--- src/rtl/mode1_max.sv ---
// Row-maximum reducer for FP16 attention scores: four lanes per beat, a
// two-stage compare pipeline, and a sticky NaN flag that overrides the result.
module mode1_max #(
  parameter int DATAWIDTH = 16,
  parameter int CNTW      = 6
) (
  input  logic                 clk,
  input  logic                 reset,
  input  logic                 start,
  input  logic [CNTW-1:0]      num_beats,
  input  logic                 in_valid,
  input  logic [DATAWIDTH-1:0] inp0,
  input  logic [DATAWIDTH-1:0] inp1,
  input  logic [DATAWIDTH-1:0] inp2,
  input  logic [DATAWIDTH-1:0] inp3,
  output logic                 in_ready,
  output logic                 busy,
  output logic [DATAWIDTH-1:0] max_out,
  output logic                 max_valid
);

  localparam int EXPW = 5;
  localparam int MANW = DATAWIDTH - 1 - EXPW;

  localparam logic [DATAWIDTH-1:0] NEG_INF   = 16'hFC00;
  localparam logic [DATAWIDTH-1:0] QNAN      = 16'h7E00;
  localparam logic [DATAWIDTH-1:0] ZERO_VAL  = 16'h0000;
  localparam logic [DATAWIDTH-1:0] SIGN_MASK = 16'h8000;
  localparam logic [CNTW-1:0]      CNT_ZERO  = {CNTW{1'b0}};
  localparam logic [CNTW-1:0]      CNT_ONE   = {{(CNTW-1){1'b0}}, 1'b1};

  typedef enum logic [1:0] {
    IDLE  = 2'd0,
    RUN   = 2'd1,
    DRAIN = 2'd2,
    DONE  = 2'd3
  } state_t;

  // Monotonic key: negatives are bit-inverted, positives get the sign flipped,
  // so an unsigned compare of keys orders the floating-point values.
  function automatic logic [DATAWIDTH-1:0] order_key(input logic [DATAWIDTH-1:0] v);
    logic [DATAWIDTH-1:0] k;
    if (v[DATAWIDTH-1]) begin
      k = ~v;
    end else begin
      k = v ^ SIGN_MASK;
    end
    return k;
  endfunction

  function automatic logic is_nan(input logic [DATAWIDTH-1:0] v);
    return (&v[DATAWIDTH-2:MANW]) && (|v[MANW-1:0]);
  endfunction

  // Strict greater-than so that ties keep the incumbent operand a.
  function automatic logic [DATAWIDTH-1:0] fp_max(input logic [DATAWIDTH-1:0] a,
                                                  input logic [DATAWIDTH-1:0] b);
    logic [DATAWIDTH-1:0] m;
    if (order_key(b) > order_key(a)) begin
      m = b;
    end else begin
      m = a;
    end
    return m;
  endfunction

  state_t               state_r;
  logic [CNTW-1:0]      cnt_r;
  logic [DATAWIDTH-1:0] acc_r;
  logic                 nan_r;
  logic [DATAWIDTH-1:0] lane_max_r;
  logic                 lane_vld_r;
  logic                 in_ready_r;
  logic                 busy_r;
  logic [DATAWIDTH-1:0] max_out_r;
  logic                 max_valid_r;

  logic                 accept_s;
  logic                 start_ok_s;
  logic [DATAWIDTH-1:0] beat_max_s;
  logic                 beat_nan_s;
  logic [DATAWIDTH-1:0] acc_next_s;

  // Beat acceptance, per-beat lane reduction and accumulator lookahead.
  always_comb begin
    accept_s   = in_valid && in_ready_r;
    start_ok_s = (state_r == IDLE) && start && (num_beats != CNT_ZERO);
    beat_max_s = fp_max(fp_max(inp0, inp1), fp_max(inp2, inp3));
    beat_nan_s = is_nan(inp0) || is_nan(inp1) || is_nan(inp2) || is_nan(inp3);
    if (lane_vld_r) begin
      acc_next_s = fp_max(acc_r, lane_max_r);
    end else begin
      acc_next_s = acc_r;
    end
  end

  // Datapath: lane-max stage, running accumulator and sticky NaN flag.
  always_ff @(posedge clk) begin
    if (reset) begin
      lane_max_r <= ZERO_VAL;
      lane_vld_r <= 1'b0;
      acc_r      <= NEG_INF;
      nan_r      <= 1'b0;
    end else begin
      lane_vld_r <= accept_s;
      if (accept_s) begin
        lane_max_r <= beat_max_s;
      end
      if (start_ok_s) begin
        acc_r <= NEG_INF;
        nan_r <= 1'b0;
      end else begin
        acc_r <= acc_next_s;
        if (accept_s && beat_nan_s) begin
          nan_r <= 1'b1;
        end
      end
    end
  end

  // Control FSM with registered handshake and result outputs.
  always_ff @(posedge clk) begin
    if (reset) begin
      state_r     <= IDLE;
      cnt_r       <= CNT_ZERO;
      in_ready_r  <= 1'b0;
      busy_r      <= 1'b0;
      max_out_r   <= ZERO_VAL;
      max_valid_r <= 1'b0;
    end else begin
      case (state_r)
        IDLE: begin
          max_valid_r <= 1'b0;
          if (start_ok_s) begin
            cnt_r      <= num_beats;
            state_r    <= RUN;
            in_ready_r <= 1'b1;
            busy_r     <= 1'b1;
          end
        end
        RUN: begin
          if (accept_s) begin
            cnt_r <= cnt_r - CNT_ONE;
            if (cnt_r == CNT_ONE) begin
              state_r    <= DRAIN;
              in_ready_r <= 1'b0;
            end
          end
        end
        DRAIN: begin
          // The final lane_max lands in the accumulator on this same edge.
          state_r     <= DONE;
          max_out_r   <= nan_r ? QNAN : acc_next_s;
          max_valid_r <= 1'b1;
        end
        DONE: begin
          state_r     <= IDLE;
          busy_r      <= 1'b0;
          max_valid_r <= 1'b0;
        end
        default: begin
          state_r     <= IDLE;
          in_ready_r  <= 1'b0;
          busy_r      <= 1'b0;
          max_valid_r <= 1'b0;
        end
      endcase
    end
  end

  assign in_ready  = in_ready_r;
  assign busy      = busy_r;
  assign max_out   = max_out_r;
  assign max_valid = max_valid_r;

endmodule

--- config.mk ---
export PLATFORM = sky130hd
export DESIGN_NAME = mode1_max
export DESIGN_NICKNAME = d
export VERILOG_FILES = /design/src/rtl/mode1_max.sv
export SDC_FILE = /design/constraint.sdc
export NUM_CORES = 1
export LEC_CHECK = 0
export CAP_MARGIN = 40
export CORE_ASPECT_RATIO = 0.75
export CORE_UTILIZATION = 59
export DETAILED_ROUTE_END_ITERATION = 8
export GPL_ROUTABILITY_DRIVEN = 0
export PLACE_DENSITY_LB_ADDON = 0.3
export SLEW_MARGIN = 20
export SYNTH_ARGS = -nofsm -noshare
export SYNTH_HDL_FRONTEND = slang
export SYNTH_SLANG_ARGS = --single-unit
--- constraint.sdc ---
create_clock -name clk -period 20.2 [get_ports clk]
set_input_delay 6.06 -clock clk [delete_from_list [all_inputs] [get_ports clk]]
set_output_delay 6.06 -clock clk [all_outputs]
set_load 0.01 [all_outputs]
==> reports/metrics.yaml <==
run_status:
  outcome: "completed"
hold_path:
  hold_path_end: "max_out[1]"
  min_path_cells: 2
  holdCritPathClass: "register to register"
  min-delay-start: "max_out[1]"
worst_setup_path:
  r2r_start: "acc_r[15]"
  critPathKind: "input pin to register"
  endpoint_kind: "register"
  cpMaxStageDelayCell: "clkdlybuf4s50_1"
  cpPeakStageDelay_ps: 830
  startpoint_type: "input pin"
  r2r_slack_ps: 16690
  reg2reg_to: "max_out[15]"
  crit_fanout: 17
  cp_data_arrival_time_ps: 11580
  required_ps: 20360
  path_cells: "clkdlybuf4s50_1 > buf_6 > xnor2_1 > ha_1 > nand4_1 > or3_1 > a21oi_2 > a2111oi_2 > or2_1 > buf_8 > a21oi_4 > xnor2_1 > ha_1 > nand4_1 > nor2_1 > nand3_1 > o31a_1 > a31oi_1 > and2_1 > a221oi_1"
  ff2ff_path_depth: 11
floorplanning:
  io_pins: 93
  coreArea_um2: 8670
  fp.dieH_um: 85.1
  die_width_um: 113
  start_util_pct: 62.6
  rows: 29
  die_area_um2: 9590
place:
  placed_area_um2: 6400
  dp_cells: 786
  port_buffers: 92
  hpwl_mm: 11.3
grt:
  grt_pass1_vias: 5058
  grt_usage_pct: 31.9
  grt.overflow.total: 0
  grt_pass1_wl_mm: 24.4
  antenna_found_initial: 0
  grt_max_degree: 40
clock_network:
  cts_buffer_depth: 2
  clkTransAtPathRegs_ps: 50
  hold_buffers: 0
  cts_root_buf: "clkbuf_16"
  cts_max_level: 3
  cts_tree: "yes"
  post_cts_buffers: 0
  cts_made_buffers: 9
  cts_resized: 0
  clock-sinks: 61
  insertion_delay_ps: 330
logic_synthesis:
  synth-edff-count: 0
  synth_mux_area_share_pct: 8.92
  synth_simple_gate_area_share_pct: 12.8
  async_flop_share_pct: 0
  syn_inst: 613
  ys_types: 53
  syn-num-nets: 758
  synthAdderAreaFrac_pct: 16.4
  synth_seq_cells: 61
  synth_seq_area_share_pct: 22.5
  synth_top_family_by_area: "XOR/XNOR gates"
  synth_area_per_cell_um2: 8.86
  synth_compound_area_share_pct: 16.4
  synth_xor_area_share_pct: 19.4
  yosys_warnings: 0
  synth_area_um2: 5430
  synth_flop_cell: "dfxtp_1"
detailed_routing:
  drt_pass1_iterations: 6
  vias_per_cell: 6.22
  ant_nets: 0
  num_vias: 5026
  drc: 0
  routedWlPerCell_um: 18.4
  drtIter0Drc: 400
  routed_wl_mm: 14.8
timing:
  fin_skew_ps: 7.62
  setup-violations-final: 0
  grt_setup_unrepaired: "false"
  worstMarginPinSlew_ps: 769
  fin_crit_ps: 11420
  min_period_over_period_pct: 56.5
  slew_viol_final: 0
  setup-tns-final_ps: 0
  fmax_mhz: 87.6
  finalHoldViolCount: 0
  slew_headroom_pct: 48.5
finish:
  layout_common_cells: "92 x clkdlybuf4s50_1, 71 x ha_1, 61 x dfxtp_1, 60 x xor2_1, 60 x xnor2_1"
  finish.utilization_pct: 77.8
  syn_to_final_growth_pct: 24.3
  insertedDiodeCount: 0
  mostFrequentLayoutCell: "clkdlybuf4s50_1"
  stdcell_count: 808
  drive_above_1_share_pct: 5.14
  fin_nets: 840
  final_area_um2: 6750
pwr:
  total_power_mw: 0.618
  vdd_drop_max_mv: 0.0883
  powerDensity_nw_per_um2: 91.6
  cellLeakagePower_nw: 2.87
job:
  maxCapViolations: 0
## worst max path at each step
stage	startpoint	to	slack, ps	cells after the start
after CTS	inp1[15]	lane_max_r[13]	8410	19
after floorplan	inp0[15]	lane_max_r[10]	9370	23
final	inp0[15]	lane_max_r[8]	8780	20
after detailed placement	inp1[15]	lane_max_r[13]	8100	19
after global placement	inp0[15]	lane_max_r[3]	8310	18
after global routing	inp0[15]	lane_max_r[13]	8390	20
## layout make-up
class / instances / area, um^2
multi-input cells: 508 / 4010
fillers: 568 / 1920
flip-flops and latches: 61 / 1220
repair buffers: 104 / 1060
clock buffers: 12 / 256
well taps: 108 / 135
inverters: 11 / 41.3
clock inverters: 4 / 22.5
## power breakdown
group,total [mW],internal (mW),switching [mW]
Sequential,0.163,0.143,0.0199
Clock,0.140,0.0888,0.0515
Combinational,0.315,0.140,0.175
Total,0.618,0.372,0.246
## critical path: cells and delay by family
family / cells / cell delay [ps]
compound gates: 6 / 1360
xor+xnor: 2 / 260
fa+ha+maj: 2 / 670
buf+inv: 3 / 1320
simple gates: 7 / 1920
## cell families (layout without fill, tap and decap cells)
kind of cell / count (synthesis) / after routing
buf+inv: 44 / 131
mux: 48 / 48
fa+ha+maj: 71 / 71
flops: 61 / 61
compound gates: 128 / 128
simple gates: 141 / 141
xor+xnor: 120 / 120
## metal layers
layer	share of wire, %	vias to the layer above	global-route usage, %
li1	-	2376	-
met1	45	2422	42.1
met2	47	200	53.0
met3	7.4	28	6.00
met4	1.3	0	9.94
met5	0	-	0
## through the flow
| stage | worst slack [ps] | hold slack [ps] |
|---|---|---|
| detailed placement | 8100 | 460 |
| global route | 8390 | 495 |
| global placement | 8310 | 441 |
| CTS | 8410 | 471 |
| finish | 8780 | 460 |
| floorplan | 9370 | 437 |
## sequential cells by signal, summed over array words and instances, names as in the netlist
register and count:
acc_r 16, lane_max_r 16, max_out 16, cnt_r 6, state_r 2, busy 1, in_ready 1, lane_vld_r 1
max_valid 1, nan_r 1
## cells in the mapped netlist (16+ instances only)
library cell / n / share of area (%)
clkbuf_1: 20 / 1.4
o21bai_1: 16 / 2.2
dfxtp_1: 61 / 22
mux2i_1: 47 / 8.7
ha_1: 71 / 16
nand4_1: 17 / 2.0
xnor2_1: 60 / 9.7
xor2_1: 60 / 9.7
a221oi_1: 17 / 2.7
a21oi_1: 29 / 2.7
o21ai_0: 22 / 2.0
nor2_1: 45 / 3.1
nand2_1: 28 / 1.9
No activity file was read; power rests on OpenSTA's default activity.
